$ cat config.mk
export PLATFORM = sky130hd
export DESIGN_NAME = cr16_controller
export DESIGN_NICKNAME = d
export VERILOG_FILES = /design/src/rtl/cr16_pkg.sv /design/src/rtl/cr16_controller_cond_eval.sv /design/src/rtl/cr16_controller.sv
export SDC_FILE = /design/constraint.sdc
export NUM_CORES = 1
export LEC_CHECK = 0
export CAP_MARGIN = 5
export CORE_UTILIZATION = 38
export CTS_BUF_LIST = sky130_fd_sc_hd__clkbuf_8
export DETAILED_ROUTE_END_ITERATION = 8
export GPL_ROUTABILITY_DRIVEN = 0
export MAX_ROUTING_LAYER = met4
export PLACE_DENSITY = 0.83
export SLEW_MARGIN = 5
export SYNTH_ARGS = -nofsm -noshare
export SYNTH_HDL_FRONTEND = slang
export SYNTH_SLANG_ARGS = --single-unit
$ cat constraint.sdc
create_clock -name clk -period 3.3 [get_ports clk]
set_clock_uncertainty 0.05 [all_clocks]
set_input_delay 0.66 -clock clk [delete_from_list [all_inputs] [get_ports clk]]
set_output_delay 0.66 -clock clk [all_outputs]
set_load 0.05 [all_outputs]
$ cat src/rtl/cr16_pkg.sv
// Shared CR16 definitions: opcode/function encodings, ALU codes, mux selects,
// condition codes, controller states and the EXEC-cycle decode function.
package cr16_pkg;

  localparam int SIZE = 16;

  typedef enum logic [2:0] {
    S_FETCH  = 3'd0,
    S_DECODE = 3'd1,
    S_EXEC   = 3'd2,
    S_LD_WB  = 3'd3,
    S_HALT   = 3'd4
  } state_t;

  // Major opcodes; ALU-immediate opcodes reuse the FN_* values below
  localparam logic [3:0] OP_RTYPE = 4'b0000;
  localparam logic [3:0] OP_MEM   = 4'b0100;
  localparam logic [3:0] OP_LSH   = 4'b1000;
  localparam logic [3:0] OP_BCOND = 4'b1100;
  localparam logic [3:0] OP_LUI   = 4'b1111;

  localparam logic [3:0] FN_AND = 4'b0001;
  localparam logic [3:0] FN_OR  = 4'b0010;
  localparam logic [3:0] FN_ADD = 4'b0101;
  localparam logic [3:0] FN_XOR = 4'b0111;
  localparam logic [3:0] FN_SUB = 4'b1001;
  localparam logic [3:0] FN_CMP = 4'b1011;
  localparam logic [3:0] FN_MOV = 4'b1101;

  localparam logic [3:0] EXT_LOAD = 4'b0000;
  localparam logic [3:0] EXT_STOR = 4'b0100;
  localparam logic [3:0] EXT_JAL  = 4'b1000;
  localparam logic [3:0] EXT_JCND = 4'b1100;
  localparam logic [3:0] EXT_LSHR = 4'b0100;
  localparam logic [3:0] EXT_LSHI = 4'b0000;

  localparam logic [3:0] ALU_AND = 4'd0;
  localparam logic [3:0] ALU_OR  = 4'd1;
  localparam logic [3:0] ALU_XOR = 4'd2;
  localparam logic [3:0] ALU_ADD = 4'd3;
  localparam logic [3:0] ALU_SUB = 4'd4;
  localparam logic [3:0] ALU_CMP = 4'd5;
  localparam logic [3:0] ALU_LSH = 4'd6;

  localparam logic [1:0] PCM_INC  = 2'd0;
  localparam logic [1:0] PCM_RSRC = 2'd1;
  localparam logic [1:0] PCM_ALU  = 2'd2;
  localparam logic [1:0] MAM_PC   = 2'd0;
  localparam logic [1:0] MAM_RSRC = 2'd1;
  localparam logic [1:0] RWM_MEM  = 2'd0;
  localparam logic [1:0] RWM_PC1  = 2'd1;
  localparam logic [1:0] RWM_MOV  = 2'd2;
  localparam logic [1:0] RWM_LUI  = 2'd3;
  localparam logic [1:0] A2M_RSRC = 2'd0;
  localparam logic [1:0] A2M_ZEXT = 2'd1;
  localparam logic [1:0] A2M_SEXT = 2'd2;
  localparam logic       A1M_PC   = 1'b1;
  localparam logic       MOVM_ALU = 1'b1;

  localparam logic [3:0] CC_EQ = 4'd0,  CC_NE = 4'd1,  CC_CS = 4'd2,  CC_CC = 4'd3;
  localparam logic [3:0] CC_HI = 4'd4,  CC_LS = 4'd5,  CC_GT = 4'd6,  CC_LE = 4'd7;
  localparam logic [3:0] CC_FS = 4'd8,  CC_FC = 4'd9,  CC_LO = 4'd10, CC_HS = 4'd11;
  localparam logic [3:0] CC_LT = 4'd12, CC_GE = 4'd13, CC_UC = 4'd14, CC_NV = 4'd15;

  typedef struct packed {
    logic       legal;
    logic       use_alu;
    logic       rfen;
    logic       psren;
    logic       setznl;
    logic       pcen;
    logic       memw1en;
    logic       movm;
    logic       a1m;
    logic [1:0] pcm;
    logic [1:0] mam;
    logic [1:0] a2m;
    logic [1:0] rwm;
    logic [3:0] aluop;
  } ctrl_t;

  // {valid, aluOp} for a function code shared by R-type ext and I-type op
  function automatic logic [4:0] alu_code(input logic [3:0] fn);
    case (fn)
      FN_AND:  return {1'b1, ALU_AND};
      FN_OR:   return {1'b1, ALU_OR};
      FN_XOR:  return {1'b1, ALU_XOR};
      FN_ADD:  return {1'b1, ALU_ADD};
      FN_SUB:  return {1'b1, ALU_SUB};
      FN_CMP:  return {1'b1, ALU_CMP};
      default: return 5'b0;
    endcase
  endfunction

  // hi = instr[15:4]: op=[11:8], rdst=[7:4], ext=[3:0]
  function automatic ctrl_t exec_decode(input logic [11:0] hi, input logic taken);
    ctrl_t      c;
    logic [3:0] op, ext, code;
    logic [4:0] ac;
    op   = hi[11:8];
    ext  = hi[3:0];
    code = (op == OP_RTYPE) ? ext : op;
    ac   = alu_code(code);
    c       = '0;
    c.legal = 1'b1;
    c.pcen  = 1'b1;
    case (op)
      OP_LUI: begin
        c.rfen = 1'b1;
        c.rwm  = RWM_LUI;
      end
      OP_LSH: begin
        c.legal   = (ext == EXT_LSHR) || (ext == EXT_LSHI);
        c.use_alu = 1'b1;
        c.aluop   = ALU_LSH;
        c.rfen    = 1'b1;
        c.rwm     = RWM_MOV;
        c.movm    = MOVM_ALU;
        c.a2m     = (ext == EXT_LSHR) ? A2M_RSRC : A2M_ZEXT;
      end
      OP_MEM: begin
        case (ext)
          EXT_LOAD: begin
            c.mam  = MAM_RSRC;
            c.pcen = 1'b0;
          end
          EXT_STOR: begin
            c.mam     = MAM_RSRC;
            c.memw1en = 1'b1;
          end
          EXT_JAL: begin
            c.rfen = 1'b1;
            c.rwm  = RWM_PC1;
            c.pcm  = PCM_RSRC;
          end
          EXT_JCND: c.pcm = taken ? PCM_RSRC : PCM_INC;
          default:  c.legal = 1'b0;
        endcase
      end
      OP_BCOND: begin
        c.a1m     = A1M_PC;
        c.a2m     = A2M_SEXT;
        c.use_alu = 1'b1;
        c.aluop   = ALU_ADD;
        c.pcm     = taken ? PCM_ALU : PCM_INC;
      end
      default: begin
        if (code == FN_MOV) begin
          c.rfen = 1'b1;
          c.rwm  = RWM_MOV;
          c.a2m  = (op == OP_RTYPE) ? A2M_RSRC : A2M_SEXT;
        end else if (ac[4]) begin
          c.use_alu = 1'b1;
          c.aluop   = ac[3:0];
          c.rfen    = (code != FN_CMP);
          c.psren   = 1'b1;
          c.setznl  = 1'b1;
          c.rwm     = RWM_MOV;
          c.movm    = MOVM_ALU;
          c.a2m     = (op == OP_RTYPE) ? A2M_RSRC : A2M_SEXT;
        end else begin
          c.legal = 1'b0;
        end
      end
    endcase
    // unknown encodings collapse to a plain PC+1
    if (!c.legal) begin
      c      = '0;
      c.pcen = 1'b1;
    end
    return c;
  endfunction

endpackage

$ cat src/rtl/cr16_controller_cond_eval.sv
// Branch/jump condition evaluation against committed PSR flags.
module cond_eval
  import cr16_pkg::*;
(
  input  logic [3:0] cond,
  input  logic [1:0] flags1,
  input  logic [2:0] flags2,
  output logic       taken
);
  logic c, f, z, l, n;
  assign {c, f}    = flags1;
  assign {z, l, n} = flags2;

  always_comb begin
    taken = 1'b0;
    case (cond)
      CC_EQ: taken = z;
      CC_NE: taken = !z;
      CC_CS: taken = c;
      CC_CC: taken = !c;
      CC_HI: taken = l;
      CC_LS: taken = !l;
      CC_GT: taken = n;
      CC_LE: taken = !n;
      CC_FS: taken = f;
      CC_FC: taken = !f;
      CC_LO: taken = !l && !z;
      CC_HS: taken = l || z;
      CC_LT: taken = !n && !z;
      CC_GE: taken = n || z;
      CC_UC: taken = 1'b1;
      default: taken = 1'b0;
    endcase
  end
endmodule

$ cat src/rtl/cr16_controller.sv
// CR16 multicycle control FSM: FETCH -> DECODE -> EXEC [-> LD_WB].
// Define CTRL_ILLEGAL_TRAP_EN to halt on unknown encodings instead of NOP.
module cr16_controller
  import cr16_pkg::*;
#(
  parameter int SIZE = 16
) (
  input  logic            clk,
  input  logic            reset,
  input  logic [SIZE-1:0] instr,
  input  logic [1:0]      flags1,
  input  logic [2:0]      flags2,
  output logic            MemW1en,
  output logic            MemW2en,
  output logic            RFen,
  output logic            PSRen,
  output logic            PCen,
  output logic            INSTRen,
  output logic            Movm,
  output logic            A1m,
  output logic            setZNL,
  output logic [1:0]      PCm,
  output logic [1:0]      MAm,
  output logic [1:0]      A2m,
  output logic [1:0]      RWm,
  output logic [3:0]      aluOp,
  output logic            halted
);
`ifdef CTRL_ILLEGAL_TRAP_EN
  localparam bit TRAP = 1'b1;
`else
  localparam bit TRAP = 1'b0;
`endif

  state_t     state, nstate;
  ctrl_t      dec;
  logic       taken;
  logic [3:0] aluop_q;
  logic       unused_rsrc;

  cond_eval u_cond (
    .cond   (instr[11:8]),
    .flags1 (flags1),
    .flags2 (flags2),
    .taken  (taken)
  );

  assign dec         = exec_decode(instr[15:4], taken);
  assign unused_rsrc = ^instr[3:0];

  always_ff @(posedge clk) begin
    if (reset) state <= S_FETCH;
    else       state <= nstate;
  end

  // aluOp is held between ALU-using EXEC cycles
  always_ff @(posedge clk) begin
    if (reset)                                           aluop_q <= '0;
    else if (state == S_EXEC && dec.legal && dec.use_alu) aluop_q <= dec.aluop;
  end

  always_comb begin
    nstate = state;
    case (state)
      S_FETCH:  nstate = S_DECODE;
      S_DECODE: nstate = S_EXEC;
      S_EXEC: begin
        if (dec.legal && dec.mam == MAM_RSRC && !dec.memw1en) nstate = S_LD_WB;
        else if (!dec.legal && TRAP)                          nstate = S_HALT;
        else                                                  nstate = S_FETCH;
      end
      S_LD_WB:  nstate = S_FETCH;
      S_HALT:   nstate = S_HALT;
      default:  nstate = S_FETCH;
    endcase
  end

  always_comb begin
    {MemW1en, RFen, PSRen, PCen, INSTRen, Movm, A1m, setZNL} = '0;
    PCm   = PCM_INC;
    MAm   = MAM_PC;
    A2m   = A2M_RSRC;
    RWm   = RWM_MEM;
    aluOp = reset ? 4'd0 : aluop_q;
    if (!reset) begin
      case (state)
        S_DECODE: INSTRen = 1'b1;
        S_EXEC: begin
          if (dec.legal || !TRAP) begin
            RFen    = dec.rfen;
            PSRen   = dec.psren;
            setZNL  = dec.setznl;
            PCen    = dec.pcen;
            MemW1en = dec.memw1en;
            Movm    = dec.movm;
            A1m     = dec.a1m;
            PCm     = dec.pcm;
            MAm     = dec.mam;
            A2m     = dec.a2m;
            RWm     = dec.rwm;
            if (dec.use_alu) aluOp = dec.aluop;
          end
        end
        S_LD_WB: begin
          MAm  = MAM_RSRC;
          RWm  = RWM_MEM;
          RFen = 1'b1;
          PCen = 1'b1;
        end
        default: ;
      endcase
    end
  end

  assign MemW2en = 1'b0;

`ifdef CTRL_ILLEGAL_TRAP_EN
  assign halted = (state == S_HALT) && !reset;
`else
  assign halted = 1'b0;
`endif

endmodule

Word level (Yosys, flattened, before mapping). Cells that the tools add are included.

Add/sub/neg operators: 0. Multipliers: 0. Divide/modulo/power cells: 0. Order comparisons: 0. Equal/unequal tests: 34. Shifts and indexed selects: 0. Multiplexer cells: 66. Bitwise gates (word level): 0. Reductions and logical operators: 27.

Operators by type and width (number): equality test 4 bit (second input constant) (15); equality test 4 x 3 -> 1 bit (second input constant) (8); two-way mux 4 bit (8); two-way mux 2 bit (15); case mux 5 bit (6 select lines) (1); two-way mux 1 bit (26); two-way mux 21 bit (1); case mux 1 bit (15 select lines) (1); equality test 4 x 2 -> 1 bit (second input constant) (3); zero test 4 bit (3); case mux 3 bit (4 select lines) (1); case mux 4 bit (3 select lines) (1); case mux 1 bit (2 select lines) (5); OR reduction 2 bit (5); equality test 4 x 1 -> 1 bit (second input constant) (2); two-way mux 8 bit (1); case mux 2 bit (2 select lines) (2); case mux 2 bit (4 select lines) (1); OR reduction 4 bit (2); equality test 3 x 2 -> 1 bit (second input constant) (2); logical AND 1 bit (6); zero test 1 bit (6); case mux 1 bit (3 select lines) (2); case mux 2 bit (3 select lines) (1); 7 further kinds (9).

Register bits: 7. Latch bits: 0. RAM bits: 0. ROM bits: 0. Bits of input ports: 23. Output and inout port bits: 22. Word-level logic and storage cells: 129. Memories: 0.

Longest topological paths before layout. Gate-level depths: netlist of the first run.

Word-level depth: 13. Mapped depth: 8.

Hierarchy. From an unflattened synthesis of the first run, not the netlist that was laid out.

Cell total of the unflattened synthesis: 138. Area, all modules: 1039.7 sq um.

By module, submodules not included: cr16_controller (instances 1, cells each 113, area each 859.6 sq um); cond_eval (instances 1, cells each 25, area each 180.2 sq um).

Least setup slack after synthesis of the first run. Ideal clock, no wire load.

Path type: input-to-output. Start point: input port instr[14]. End point: output port MemW1en. Arrival time: 3.512 ns. Required time: 2.590 ns. Setup slack: -0.922 ns. Stages: 6. Cell sequence: buf_6 -> or4b_4 -> and2_4 -> a211oi_4 -> o31ai_4 -> nor4_1.

Word-level cells in the longest chain between the ends: 10. Elaborated cells on any way between the ends: 22. Those cells by class: eq/ne (11); mux (9); reduce/logical (2).

Ends and longest elaborated chain: start, declared (RTL line cr16_controller.sv:10) `input logic [SIZE-1:0] instr,`; zero test 4 bit (RTL line cr16_pkg.sv:102) `code = (op == OP_RTYPE) ? ext : op;`; two-way mux 4 bit (RTL line cr16_pkg.sv:102); equality test 4 bit, or another cell as far along (RTL line cr16_pkg.sv:84) `case (fn)`; case mux 5 bit (6 select lines) (RTL line cr16_pkg.sv:84); two-way mux 1 bit (RTL line cr16_pkg.sv:152) `end else if (ac[4]) begin`; two-way mux 2 bit (RTL line cr16_pkg.sv:148) `if (code == FN_MOV) begin`; case mux 1 bit (3 select lines) (RTL line cr16_pkg.sv:107) `case (op)`; two-way mux 21 bit (*) (RTL line cr16_pkg.sv:167) `if (!c.legal) begin`; two-way mux 1 bit (*) (RTL line cr16_controller.sv:86) `case (state)`; two-way mux 1 bit (*) (RTL line cr16_controller.sv:85) `if (!reset) begin`; end, declared (RTL line cr16_controller.sv:13) `output logic MemW1en,`.

Mark *: on every way between the ends. The rest lies on a longest branch, timed or not.

Worst setup path in the final report of the first run.
Start point: input port instr[13]. End point: output port PCm[0].

Word-level cells in the longest chain between the ends: 10. Elaborated cells on any way between the ends: 22. Those cells by class: eq/ne (11); mux (9); reduce/logical (2).

Ends and longest elaborated chain: zero test 4 bit (RTL line cr16_pkg.sv:102); two-way mux 4 bit (RTL line cr16_pkg.sv:102); equality test 4 bit, or another cell as far along (RTL line cr16_pkg.sv:84); case mux 5 bit (6 select lines) (RTL line cr16_pkg.sv:84); two-way mux 1 bit (RTL line cr16_pkg.sv:152); two-way mux 2 bit (RTL line cr16_pkg.sv:148); case mux 1 bit (3 select lines) (RTL line cr16_pkg.sv:107); two-way mux 21 bit (*) (RTL line cr16_pkg.sv:167); two-way mux 2 bit (*) (RTL line cr16_controller.sv:86); two-way mux 2 bit (*) (RTL line cr16_controller.sv:85); end, declared (RTL line cr16_controller.sv:22) `output logic [1:0] PCm,`.

Marked as above.

==> results.yml, run 1 <==
run_status:
  status: "complete, but fails checks"
  violations: "setup timing"
worst_setup_path:
  critPathMaxStageDelay_ps: 570
  cp_max_fo: 4
  required_ps: 2590
  worstSetupPathType: "in2out"
  arrival_ps: 2800
  cpMaxStageDelayCell: "or4b_4"
  end_kind: "output pin"
  r2r_slack_ps: 1250
  start_kind: "input port"
  cp_cell_sequence: "buf_8, or4b_4, and2_4, a211oi_4, buf_4, o31ai_4, buf_6, a2111oi_4, buf_12"
flow_run:
  cap_violations: 0
logic_synthesis:
  synth_edf_count: 0
  synth_area_mm2: 0.00101
  synth-compound-area-share: 0.302
  yosys_register_bits: 6
  yosysWarningCount: 0
  synthArstFlopShare: 0
  yosys.area_share.simple: 0.364
  yosysUniqueCellTypes: 51
  ys.flop_type: "dfxtp_1"
  synth_top_family_by_area: "simple AND/OR/NAND/NOR gates"
  synth_mux_area_frac: 0.0745
  synth.avg_cell_area_um2: 7.46
  synth_xor_xnor_area_share: 0.0348
  synth_fa_ha_area_frac: 0
  syn_inst: 135
  seq_area_frac_synth: 0.119
routing:
  drtPass1Iterations: 4
  detail_route.vias_per_cell: 6.14
  wl_mm: 5.48
  vias: 1585
  drt_iter0_drc: 109
  drc: 0
  wl_per_cell_um: 21.2
  antenna_left: 0
global_route:
  grt_pass1_wl_mm: 7.34
  antenna_found_initial: 0
  grt_max_degree: 17
  gr-total-overflow: 0
  grt.met1_usage: 0.426
  use_met2: 0.648
  grt_pass1_vias: 1524
  met3_usage: 0.0776
  grtUsageTotal: 0.371
  top_usage_layer: "met2"
pwr:
  power_switching_mw: 0.178
  p_int_mw: 0.275
  seqPwrFrac: 0.175
  p_leak_nw: 0.934
  total_power_mw: 0.452
  swShare: 0.393
  combinationalPowerShare: 0.583
  ir_drop_uv: 449
  clockPowerShare: 0.241
  power_density_mw_per_mm2: 204
sta:
  final_max_slew_viol_count: 0
  finalHoldViolCount: 0
  setup_viol: 15
  layout_setup_ws_ps: -212
  maxSlewHeadroom: 0.598
  worst_pin_slew_ps: 596
  fin_crit_ps: 3510
  fmax_mhz: 285
  grt_setup_unrepaired: "yes"
  period_share: 1.06
clocking:
  clock-sinks: 6
  path_clk_slew_ps: 30
  worstSkewPairLatency_ps: 220
  clock_path_buffers: 2
  root_buffer: "clkbuf_8"
  cts_tree: "built"
  h-tree-depth: 1
  cts_buffers: 3
floorplanning:
  io_pins: 45
  die_area_mm2: 0.00286
  core_area_mm2: 0.00250
  fp.dieW_um: 53.5
  initial_utilization: 0.403
  fp.dieH_um: 53.5
  fp-row-count: 18
final_layout:
  num_antenna_cells: 0
  nFillCells: 102
  nNetsFinal: 253
  layout-drive-gt1-share: 0.570
  multi_input_area_mm2: 0.00103
  syn_to_final_growth_pct: 121
  fin_util: 0.889
  regArea_um2: 120
  finalInstanceArea_mm2: 0.00222
place:
  pre_cts_ws_ps: -484
  dpl.hpwl_mm: 2.82
  portBuffers: 36
  placed_cell_area_mm2: 0.00183
worst_hold_path:
  hp-class: "reg2reg"
==> worst paths after layout <==
path	from	endpoint	depth (start not counted)
worst min register to register	state[1]	state[2]	1
worst max-delay path	instr[13]	PCm[0]	9
worst max register to register	state[1]	aluop_q[0]	6
worst min-delay path	state[1]	state[2]	1
==> stage by stage <==
step                      hold WS (ps)  cells  setup TNS [ps]
final                              467    258           -2070
after global routing               488    258           -2510
after CTS                          460    256            -112
after detailed placement           448    236           -5540
after global placement             424    236           -4810
after floorplan                    406    138            -930
==> cells in the mapped netlist, types with 2 or more instances <==
master / count / share of area
nand2b_1: 3 / 0.019
mux2i_1: 3 / 0.030
nor4b_1: 4 / 0.035
clkbuf_1: 4 / 0.015
o211ai_1: 2 / 0.015
a21oi_1: 8 / 0.040
nand4_1: 2 / 0.012
nor3_1: 5 / 0.025
o21ai_0: 9 / 0.045
inv_1: 6 / 0.022
dfxtp_1: 6 / 0.12
a31oi_1: 2 / 0.012
nor2_1: 14 / 0.052
or3b_2: 2 / 0.017
xnor2_1: 4 / 0.035
a211oi_1: 3 / 0.022
buf_6: 2 / 0.022
or2_2: 2 / 0.012
nor2b_1: 7 / 0.043
nand2_1: 8 / 0.030
buf_4: 5 / 0.037
nand3_1: 3 / 0.015
nor4_1: 3 / 0.019
==> power groups by stage <==
stage               combinational, mW  clock [mW]  sequential [mW]
global placement                0.192           0           0.0798
CTS                             0.232       0.108           0.0792
floorplan                       0.113           0           0.0793
finish                          0.264       0.109           0.0793
detailed placement              0.199           0           0.0803
global route                    0.273       0.114           0.0798
==> state kept, by name, summed over array words and instances (netlist names) <==
register	flops
aluop_q	3
state	3
==> what timing repair did <==
| item | 4_1_cts | 5_1_grt |
|---|---|---|
| pin swaps | 16 | 10 |
| setup buffers | 17 | 4 |
| resized for setup | 62 | 20 |
| gates cloned | 0 | 0 |
| endpoints found under the setup margin | 15 | 13 |
| hold buffers | 0 | 0 |
==> placed cells by master (no fill, tap or decap), drive strengths merged, types with 4 or more instances in the layout <==
cell type / synthesis / final
buf: 8 / 86
nor2: 14 / 14
o21ai: 9 / 9
nand2: 8 / 8
a21oi: 8 / 8
dlygate4sd2: 0 / 7
nor2b: 7 / 7
inv: 6 / 6
dfxtp: 6 / 6
clkdlybuf4s50: 0 / 6
a211oi: 5 / 5
nor3: 5 / 5
xnor2: 4 / 4
conb: 1 / 4
nor4b: 4 / 4
==> per-layer routing <==
metal / share of wire / routed length (um)
met1: 0.36 / 1950
met2: 0.48 / 2620
met3: 0.12 / 678
met4: 0.042 / 229
met5: 0 / 0
==> cell families (layout without fill, tap and decap cells) <==
kind of cell,count (synthesis),after routing
simple gates,63,63
compound gates,37,37
buf+inv,18,108
mux,6,6
flops,6,6
xor+xnor,4,4
other cells,1,4
==> cell type report <==
class | count | area share
clock buffers | 3 | 0.0186
inverters | 6 | 0.0101
multi-input cells | 114 | 0.466
flip-flops and latches | 6 | 0.0541
well taps | 30 | 0.0169
repair buffers | 99 | 0.435
==> critical path: cells and delay by family <==
family | cells | cell delay [ps]
simple gates | 2 | 780
buf+inv | 4 | 650
compound gates | 3 | 700
No activity file was read; power rests on OpenSTA's default activity.
==> run 2, diff against run 1 <==
GPL_ROUTABILITY_DRIVEN = 1   (was 0)
SKIP_CTS_REPAIR_TIMING = 1   (was default)
==> results.yml, run 2 (same netlist as run 1, synthesis figures left out) <==
run_status:
  status: "complete, but fails checks"
  violations: "setup timing"
routing:
  detail_route.vias_per_cell: 5.96
  vias: 1442
  drtPass1Iterations: 4
  drt_iter0_drc: 64
  antenna_left: 0
  wl_mm: 4.24
  drc: 0
  wl_per_cell_um: 17.5
final_layout:
  layout-drive-gt1-share: 0.528
  num_antenna_cells: 0
  top_regs: "aluop_q: 3 flops, state: 3 flops"
  syn_to_final_growth_pct: 105
  nNetsFinal: 237
  layout_common_cells: "buf_4, nor2_1, buf_12"
  final_common_cell: "buf_4"
floorplanning:
  io_pins: 45
  fp.dieH_um: 53.5
  fp-row-count: 18
  fp.dieW_um: 53.5
  core_area_mm2: 0.00250
  initial_utilization: 0.403
  die_area_mm2: 0.00286
worst_setup_path:
  arrival_ps: 2740
  cp_max_fo: 13
  start_kind: "input port"
  required_ps: 2590
  worstSetupPathType: "in2out"
  end_kind: "output pin"
clocking:
  cts_tree: "built"
  worstSkewPairLatency_ps: 220
  clock-sinks: 6
  root_buffer: "clkbuf_8"
  cts_buffers: 3
  h-tree-depth: 1
  path_clk_slew_ps: 40
  clock_path_buffers: 2
pwr:
  power_density_mw_per_mm2: 202
  ir_drop_uv: 557
  total_power_mw: 0.417
  p_leak_nw: 0.899
sta:
  fmax_mhz: 290
  final_max_slew_viol_count: 0
  setup_viol: 5
  fin_crit_ps: 3450
  grt_setup_unrepaired: "yes"
  fin_hold_ws_ps: 441
  layout_setup_ws_ps: -150
  period_share: 1.05
  finalHoldViolCount: 0
place:
  portBuffers: 36
  gp_congestion: 0.855
  dpl.hpwl_mm: 2.97
worst_hold_path:
  hp-class: "reg2reg"
global_route:
  antenna_found_initial: 0
  grt_max_degree: 17
  grt_pass1_wl_mm: 5.77
  gr-total-overflow: 0
  grtUsageTotal: 0.285
  grt_pass1_vias: 1302
flow_run:
  cap_violations: 0
[run 2: worst paths after layout]
| path | start | endpoint | slack, ps | depth (start not counted) |
|---|---|---|---|---|
| worst min-delay path | state[2] | state[1] | 440 | 1 |
| worst max-delay path | instr[15] | aluOp[0] | -150 | 10 |
| worst max register to register | state[1] | aluop_q[0] | 1330 | 6 |
| worst min register to register | state[2] | state[1] | 440 | 1 |
[run 2: critical path, stage by stage]
cell,delay (ps)
buf_2,130
buf_4,200
nor4b_4,270
buf_4,190
a211oi_4,60
a211oi_4,350
buf_4,190
o2111ai_4,180
mux2_4,360
buf_8,150
[run 2: metal layers]
metal | vias to the layer above | track usage | routed length (um)
met4 | 0 | 0.0702 | 219
met2 | 84 | 0.529 | 2120
li1 | 656 | - | -
met1 | 676 | 0.303 | 1610
met5 | - | - | 0
met3 | 26 | 0.0575 | 294
[run 2: report_power, final]
group          internal, mW  leakage, nW  switching [mW]  total (mW)
clock                0.0785       0.0216          0.0329       0.111
combinational         0.104        0.828           0.122       0.226
sequential           0.0757       0.0489         0.00362      0.0794
[run 2: metrics by stage]
step | TNS [ps] | worst slack [ps] | instances | utilization | instance area, um2
3_3_place_gp | -6530 | -602 | 233 | 0.722 | 1800
2_1_floorplan | -930 | -144 | 138 | - | 1110
6_report | -471 | -150 | 242 | 0.826 | 2060
5_1_grt | -1230 | -202 | 242 | 0.826 | 2060
3_5_place_dp | -7130 | -641 | 233 | 0.722 | 1800
4_1_cts | -7210 | -646 | 236 | 0.738 | 1850
[run 2: area by class of cell]
cell class	count	area [um2]
Timing Repair Buffer	83	848
Sequential cell	6	120
Tap cell	30	37.5
Multi-Input combinational cell	114	995
Fill cell	158	435
Inverter	6	22.5
Clock buffer	3	41.3
